[src/rtl/fifo_wr_arbiter.sv]
// fifo_wr_arbiter
//   Round-robin write-port arbiter that lets NUM_REQ producers share the
//   write side of one fifo of IL.FL fixed-point words. One requester holds
//   the grant at a time, for up to MAX_BURST accepted words. The winner's
//   word is muxed onto fifo_data_in/fifo_wr_en. The arbiter stalls while
//   fifo_full is high.
//
// Ports
//   clk           clock, all state updates on the rising edge
//   reset         asynchronous active-low reset
//   req           per-requester "word available"
//   req_data      requester i's word at [i*IN_BUS_WIDTH +: IN_BUS_WIDTH]
//   gnt           registered one-hot grant, all-zero when idle
//   ack           combinational: requester i's word is written at next edge
//   fifo_full     fifo full flag
//   fifo_wr_en    fifo write enable
//   fifo_data_in  fifo write data, zero when nothing is granted
//   busy          high while a grant is held
module fifo_wr_arbiter #(
  parameter int IL              = 4,
  parameter int FL              = 16,
  parameter int IN_BUS_WIDTH    = IL + FL,
  parameter int NUM_REQ         = 4,
  parameter int MAX_BURST       = 4,
  parameter int BURST_CNT_WIDTH = $clog2(MAX_BURST + 1)
) (
  input  logic                            clk,
  input  logic                            reset,
  input  logic [NUM_REQ-1:0]              req,
  input  logic [NUM_REQ*IN_BUS_WIDTH-1:0] req_data,
  output logic [NUM_REQ-1:0]              gnt,
  output logic [NUM_REQ-1:0]              ack,
  input  logic                            fifo_full,
  output logic                            fifo_wr_en,
  output logic [IN_BUS_WIDTH-1:0]         fifo_data_in,
  output logic                            busy
);

  localparam int IDX_W = $clog2(NUM_REQ);

  typedef enum logic {IDLE, GRANT} state_t;

  state_t                     state;
  logic [IDX_W-1:0]           last;
  logic [BURST_CNT_WIDTH-1:0] burst_cnt;

  logic                       held;
  logic                       accept;
  logic                       burst_done;
  logic                       release_gnt;
  logic                       found;
  logic [IDX_W-1:0]           winner;
  int unsigned                cand;

  // Scan last+1, last+2, ... wrapping; last itself is examined last so the
  // current or most recent holder always has the lowest priority.
  always_comb begin
    found  = 1'b0;
    winner = last;
    cand   = 0;
    for (int unsigned off = 1; off <= unsigned'(NUM_REQ); off++) begin
      cand = (32'(last) + off) % unsigned'(NUM_REQ);
      if (!found && req[cand[IDX_W-1:0]]) begin
        found  = 1'b1;
        winner = cand[IDX_W-1:0];
      end
    end
  end

  assign held        = |(gnt & req);
  assign accept      = held & ~fifo_full;
  assign fifo_wr_en  = accept;
  assign ack         = gnt & req & {NUM_REQ{~fifo_full}};
  assign burst_done  = (burst_cnt == BURST_CNT_WIDTH'(MAX_BURST - 1));
  // Holder gave up (req low) or its last burst word goes out this edge.
  assign release_gnt = ~held | (accept & burst_done);
  assign busy        = (state == GRANT);

  always_comb begin
    fifo_data_in = '0;
    for (int unsigned i = 0; i < unsigned'(NUM_REQ); i++) begin
      if (gnt[i]) fifo_data_in = fifo_data_in | req_data[i*IN_BUS_WIDTH +: IN_BUS_WIDTH];
    end
  end

  always_ff @(posedge clk or negedge reset) begin
    if (!reset) begin
      state     <= IDLE;
      gnt       <= '0;
      last      <= IDX_W'(NUM_REQ - 1);
      burst_cnt <= '0;
    end else begin
      case (state)
        IDLE: begin
          if (found) begin
            state     <= GRANT;
            gnt       <= NUM_REQ'(1) << winner;
            last      <= winner;
            burst_cnt <= '0;
          end
        end
        GRANT: begin
          if (release_gnt) begin
            // Hand over directly to the next requester, so no idle cycle
            // separates back-to-back grants.
            if (found) begin
              gnt       <= NUM_REQ'(1) << winner;
              last      <= winner;
              burst_cnt <= '0;
            end else begin
              state     <= IDLE;
              gnt       <= '0;
              burst_cnt <= '0;
            end
          end else if (accept) begin
            burst_cnt <= burst_cnt + 1'b1;
          end
        end
        default: begin
          state <= IDLE;
          gnt   <= '0;
        end
      endcase
    end
  end

endmodule

[config.mk]
export PLATFORM = sky130hd
export DESIGN_NAME = fifo_wr_arbiter
export DESIGN_NICKNAME = d
export VERILOG_FILES = /design/src/rtl/fifo_wr_arbiter.sv
export SDC_FILE = /design/constraint.sdc
export NUM_CORES = 1
export LEC_CHECK = 0
export ABC_AREA = 1
export CAP_MARGIN = 20
export CORE_MARGIN = 2
export CORE_UTILIZATION = 34
export DETAILED_ROUTE_END_ITERATION = 8
export PLACE_DENSITY = 0.87
export SYNTH_ARGS = -nofsm -noshare
export SYNTH_HDL_FRONTEND = slang
export SYNTH_SLANG_ARGS = --single-unit
export TNS_END_PERCENT = 50
[constraint.sdc]
create_clock -name clk -period 3.2 [get_ports clk]
set_input_delay 0.32 -clock clk [delete_from_list [all_inputs] [get_ports clk]]
set_output_delay 0.32 -clock clk [all_outputs]
set_load 0.005 [all_outputs]
# After elaboration in Yosys (flattened, before gate mapping)
# Cells that the tools add are included.
# classes
n_reduce_logical	9
mux	34
eq_ne	4
bitwise_logic	11
shift	1
magnitude_cmp	4
n_addsub	5
# op_table
operator	n
$mux W20	4
$or A20 B20 Y20	3
$lt A2 B3 Y1 const B	4
$mux W2	6
$mux W4	3
$mux W1	10
$mux W3	3
$and A4 B4 Y4	2
$bmux W1 S2	4
$pmux W4 S2	1
$pmux W3 S2	1
$add A2 B1 Y2 const B	2
$add A2 B2 Y2 const B	2
$pmux W2 S2	1
$reduce_and A2 Y1	2
$reduce_or A4 Y1	1
$shl A1 B2 Y4 const A	1
$add A3 B1 Y3 const B	1
$eq A3 B2 Y1 const B	1
$logic_and A1 B1 Y1	3
$logic_not A1 Y1	3
$ne A3 B1 Y1 const B	1
$not A1 Y1	3
$and A1 B1 Y1	2
other kinds (4)	4
# totals
input_bits	87
elab_cells	72
out_inout_bits	30
register_bits	10

# Depth between registers and ports, before layout
# depth
word_depth	17
ltp_mapped	12
mapped_depth_nobuf	12

# Least setup slack after synthesis
# OpenSTA, ideal clock, no wires.
# synth_path
path_type	reg-to-reg
start	register last[0]
end	register gnt[1]
required_ns	3.084
period_less_slack_ns	1.530
arrival_ns	1.413
setup_slack_ns	1.670
path_buffers	1
setup_time_ns	0.116
path_stages_with_launch	13
path_cell_list	dfstp_2 buf_4 nand2_1 nand2_2 nand2_4 nand2_4 inv_2 nand3_2 nand3_1 nand2_1 inv_1 nand2_1 nand2_1
# synth_via
elab_chain_cells	17
elab_cells_between_ends	33
cone_classes	4 x add/sub; 1 x eq/ne; 1 x shift; 20 x mux; 7 x reduce/logical
# synth_rtl
item	line_no	text
from (decl)	44	logic [IDX_W-1:0] last;
from (signal assigned)	90	last <= IDX_W'(NUM_REQ - 1);
from (signal assigned)	98	last <= winner;
from (signal assigned)	108	last <= winner;
$add A2 B1 Y2	62	cand = (32'(last) + off) % unsigned'(NUM_REQ);
$bmux W1 S2	63	if (!found && req[cand[IDX_W-1:0]]) begin
$mux W1 (not written as such)	63	
$mux W1	63	
$logic_not A1 Y1	63	
$logic_and A1 B1 Y1	63	
$mux W1	63	
$logic_not A1 Y1	63	
$logic_and A1 B1 Y1	63	
$mux W1	63	
$logic_not A1 Y1	63	
$logic_and A1 B1 Y1	63	
$mux W2	63	
$shl A1 B2 Y4	97, 107	
$mux W4	106	if (found) begin
$mux W4	103	if (release_gnt) begin
$pmux W4 S2	93	case (state)
to (signal assigned)	97	gnt <= NUM_REQ'(1) << winner;
to (signal assigned)	107	gnt <= NUM_REQ'(1) << winner;
to (decl)	31	output logic [NUM_REQ-1:0] gnt,
# Several ways; a longest one is shown, not always the timed one. The select of a mux whose other input is x is not followed.
# A chain may end at the register's enable or synchronous reset.

# Final worst setup path
# layout_path
start	register gnt[3]
end	output port fifo_wr_en
# layout_via
elab_chain_cells	3
# layout_rtl
item	line_no	text
$and A4 B4 Y4	70	assign held = |(gnt & req);
$reduce_or A4 Y1	70	
$and A1 B1 Y1	71	assign accept = held & ~fifo_full;
to (decl)	34	output logic fifo_wr_en,
# Every way passes these cells.

==> impl_metrics.yaml <==
synth:
  postSynthCellCount: 236
  synth.avg_cell_area_um2: 5.55
  synth.yosys.seq_area_share: 0.193
  async_flop_share: 1.00
  ys_types: 23
  syn-cell-area_um2: 1310
  synth_flop_cell: "dfrtp_1"
  synth_area_leaders: "nand2_1, dfrtp_1, nand4_1"
  yosysWarnings: 0
  synth_edf_count: 0
  syn-num-nets: 325
  yosysTopAreaCellShare: 0.393
  yosysTopAreaCell: "nand2_1"
  ys_ff_latch: 10
sta:
  hold_ws_ns: 0.391
  setup-violations-final: 0
  fmax_ghz: 0.428
  slew_headroom: 0.514
  maxSlewViolCount: 0
  rsz0062_at_grt: "false"
  finalHoldViolCount: 0
  period_share: 0.730
  setup_slack_ns: 0.863
  skew_ns: 0.000626
  min_period_ns: 2.34
  setup_tns_ns: 0
  worstMarginPinSlew_ns: 0.730
global_routing:
  grt_overflow: 0
  grt.total_usage: 0.230
  grt_pass1_vias: 1755
  antenna_found_initial: 0
  grt_pass1_wl_um: 7870
  grt_max_degree: 24
final_layout:
  drive_above_1_share: 0.0886
  diodes: 0
  final_cell_mix: "nand2_1, clkdlybuf4s50_1, nand4_1"
  area_growth_pct: 95.6
  final_common_cell: "nand2_1"
  layout.nets: 440
  stdcell_area_um2: 2560
  final_core_util: 0.694
die:
  io_pins: 117
  placementRows: 22
  dieArea_um2: 4360
  core-area_um2: 3690
  die_h_um: 66.0
  dieWidth_um: 66.0
  start_util: 0.355
min_path:
  hold_class: "input port to async pin"
drt:
  drt-pass1-iter-count: 4
  drt_iter0_drc: 62
  viasPerCell: 4.84
  routedWlPerCell_um: 12.9
  vias: 1926
  postRouteAntennaNets: 0
  drc_errors: 0
  routed_wl_um: 5120
cts:
  clockBufferDepth: 2
  path_clk_slew_ns: 0.05
  cts_buffers: 3
  cts_resized: 0
  cts_sinks: 10
  ctsHoldBuffers: 0
  insertion_delay_ns: 0.24
  cts_root_buf: "clkbuf_8"
  cts_setup_buffers: 0
  cts_tree: "done"
  htreeDepth: 1
power:
  combPwrFrac: 0.756
  p_seq_frac: 0.160
  powerDensity_nw_per_um2: 744
  leakagePower_uw: 0.00117
  intPower_uw: 1000
  switching_share: 0.474
  peakVddDrop_v: 0.000486
  clockPowerShare: 0.083
  p_switching_uw: 902
setup_path:
  crit_chain: "nand2_1 -> nand2_1 -> nor2_1 -> nor2_1 -> clkdlybuf4s50_1"
  r2r_cells: 9
  critPathSlowestCell: "dfrtp_1"
  cp.required_ns: 2.88
  max_stage_delay_ns: 0.81
  critPathKind: "flip-flop to primary output"
  endpoint_kind: "primary output"
  crit_fanout: 23
  cp.arrival_ns: 2.02
  cp-start-kind: "flip-flop"
place:
  dpl_worst_slack_ns: 1.12
  gp_congestion: 0.820
  placed_cell_area_um2: 2500
  dp_hpwl_um: 4280
  io_buffers: 116
outcome:
  run_status: "finished clean"
run:
  cap_violations: 0
stage by stage:
step                cells  total power (µW)
finish                398              1910
global route          398              2100
CTS                   398              1920
detailed placement    394              1750
global placement      394              1730
floorplan             236              1150
cell type report:
cell class | count | area [µm²]
timing repair buffer | 119 | 1180
fill | 321 | 1130
multi-input combinational | 204 | 960
sequential | 10 | 253
tap | 48 | 60.1
clock buffer | 4 | 55.1
inverter | 13 | 48.8
sequential cells by signal, summed over array words and instances (netlist names):
register	flops
gnt	4
burst_cnt	3
last	2
busy	1
power by group through the flow:
stage	logic [µW]	registers, µW	clock network (µW)
finish	1440	305	159
detailed placement	1440	308	0
global placement	1420	310	0
floorplan	918	232	0
global route	1610	318	171
CTS	1450	306	165
worst max-delay path, delay by kind of cell, from the launching register on:
kind	cells	cell delay [ns]
DFF	1	0.81
buffers and inverters	1	0.52
and+or+nand+nor	4	0.44
worst paths after layout:
path,startpoint,to,slack (ns)
worst max-delay path,gnt[3]$_DFFE_PN0P_,fifo_wr_en,0.86
worst min-delay path,reset,burst_cnt[1]$_DFFE_PN0P_,0.39
worst max register to register,gnt[3]$_DFFE_PN0P_,gnt[1]$_DFFE_PN0P_,1.27
worst min register to register,burst_cnt[2]$_DFFE_PN0P_,burst_cnt[2]$_DFFE_PN0P_,0.48
max in group asynchronous,reset,last[0]$_DFFE_PN1P_,2.48
min in group clk,burst_cnt[2]$_DFFE_PN0P_,burst_cnt[2]$_DFFE_PN0P_,0.48
kinds of logic (layout without fill, tap and decap cells):
group | count (synthesis) | in the layout | synth area share
simple gates | 195 | 195 | 0.687
buf+inv | 22 | 136 | 0.0736
flops | 10 | 10 | 0.193
compound gates | 7 | 7 | 0.0268
fa+ha+maj | 2 | 2 | 0.0191
cells in the mapped netlist (3+ instances only):
cell type,count
nand2_4,5
nand2_2,7
inv_1,8
nand2_1,137
clkbuf_1,4
nand4_1,22
nand3_1,10
a21oi_1,4
nor2_1,8
inv_2,5
buf_4,3
dfrtp_1,8
routing by layer:
layer / track usage / vias to the layer above / wire, µm
met2: 0.419 / 89 / 2570
met4: 0.0638 / 0 / 83
li1: - / 984 / -
met5: 0 / - / 0
met1: 0.252 / 844 / 1970
met3: 0.0767 / 9 / 497
Power figures use the tool's default switching activity.
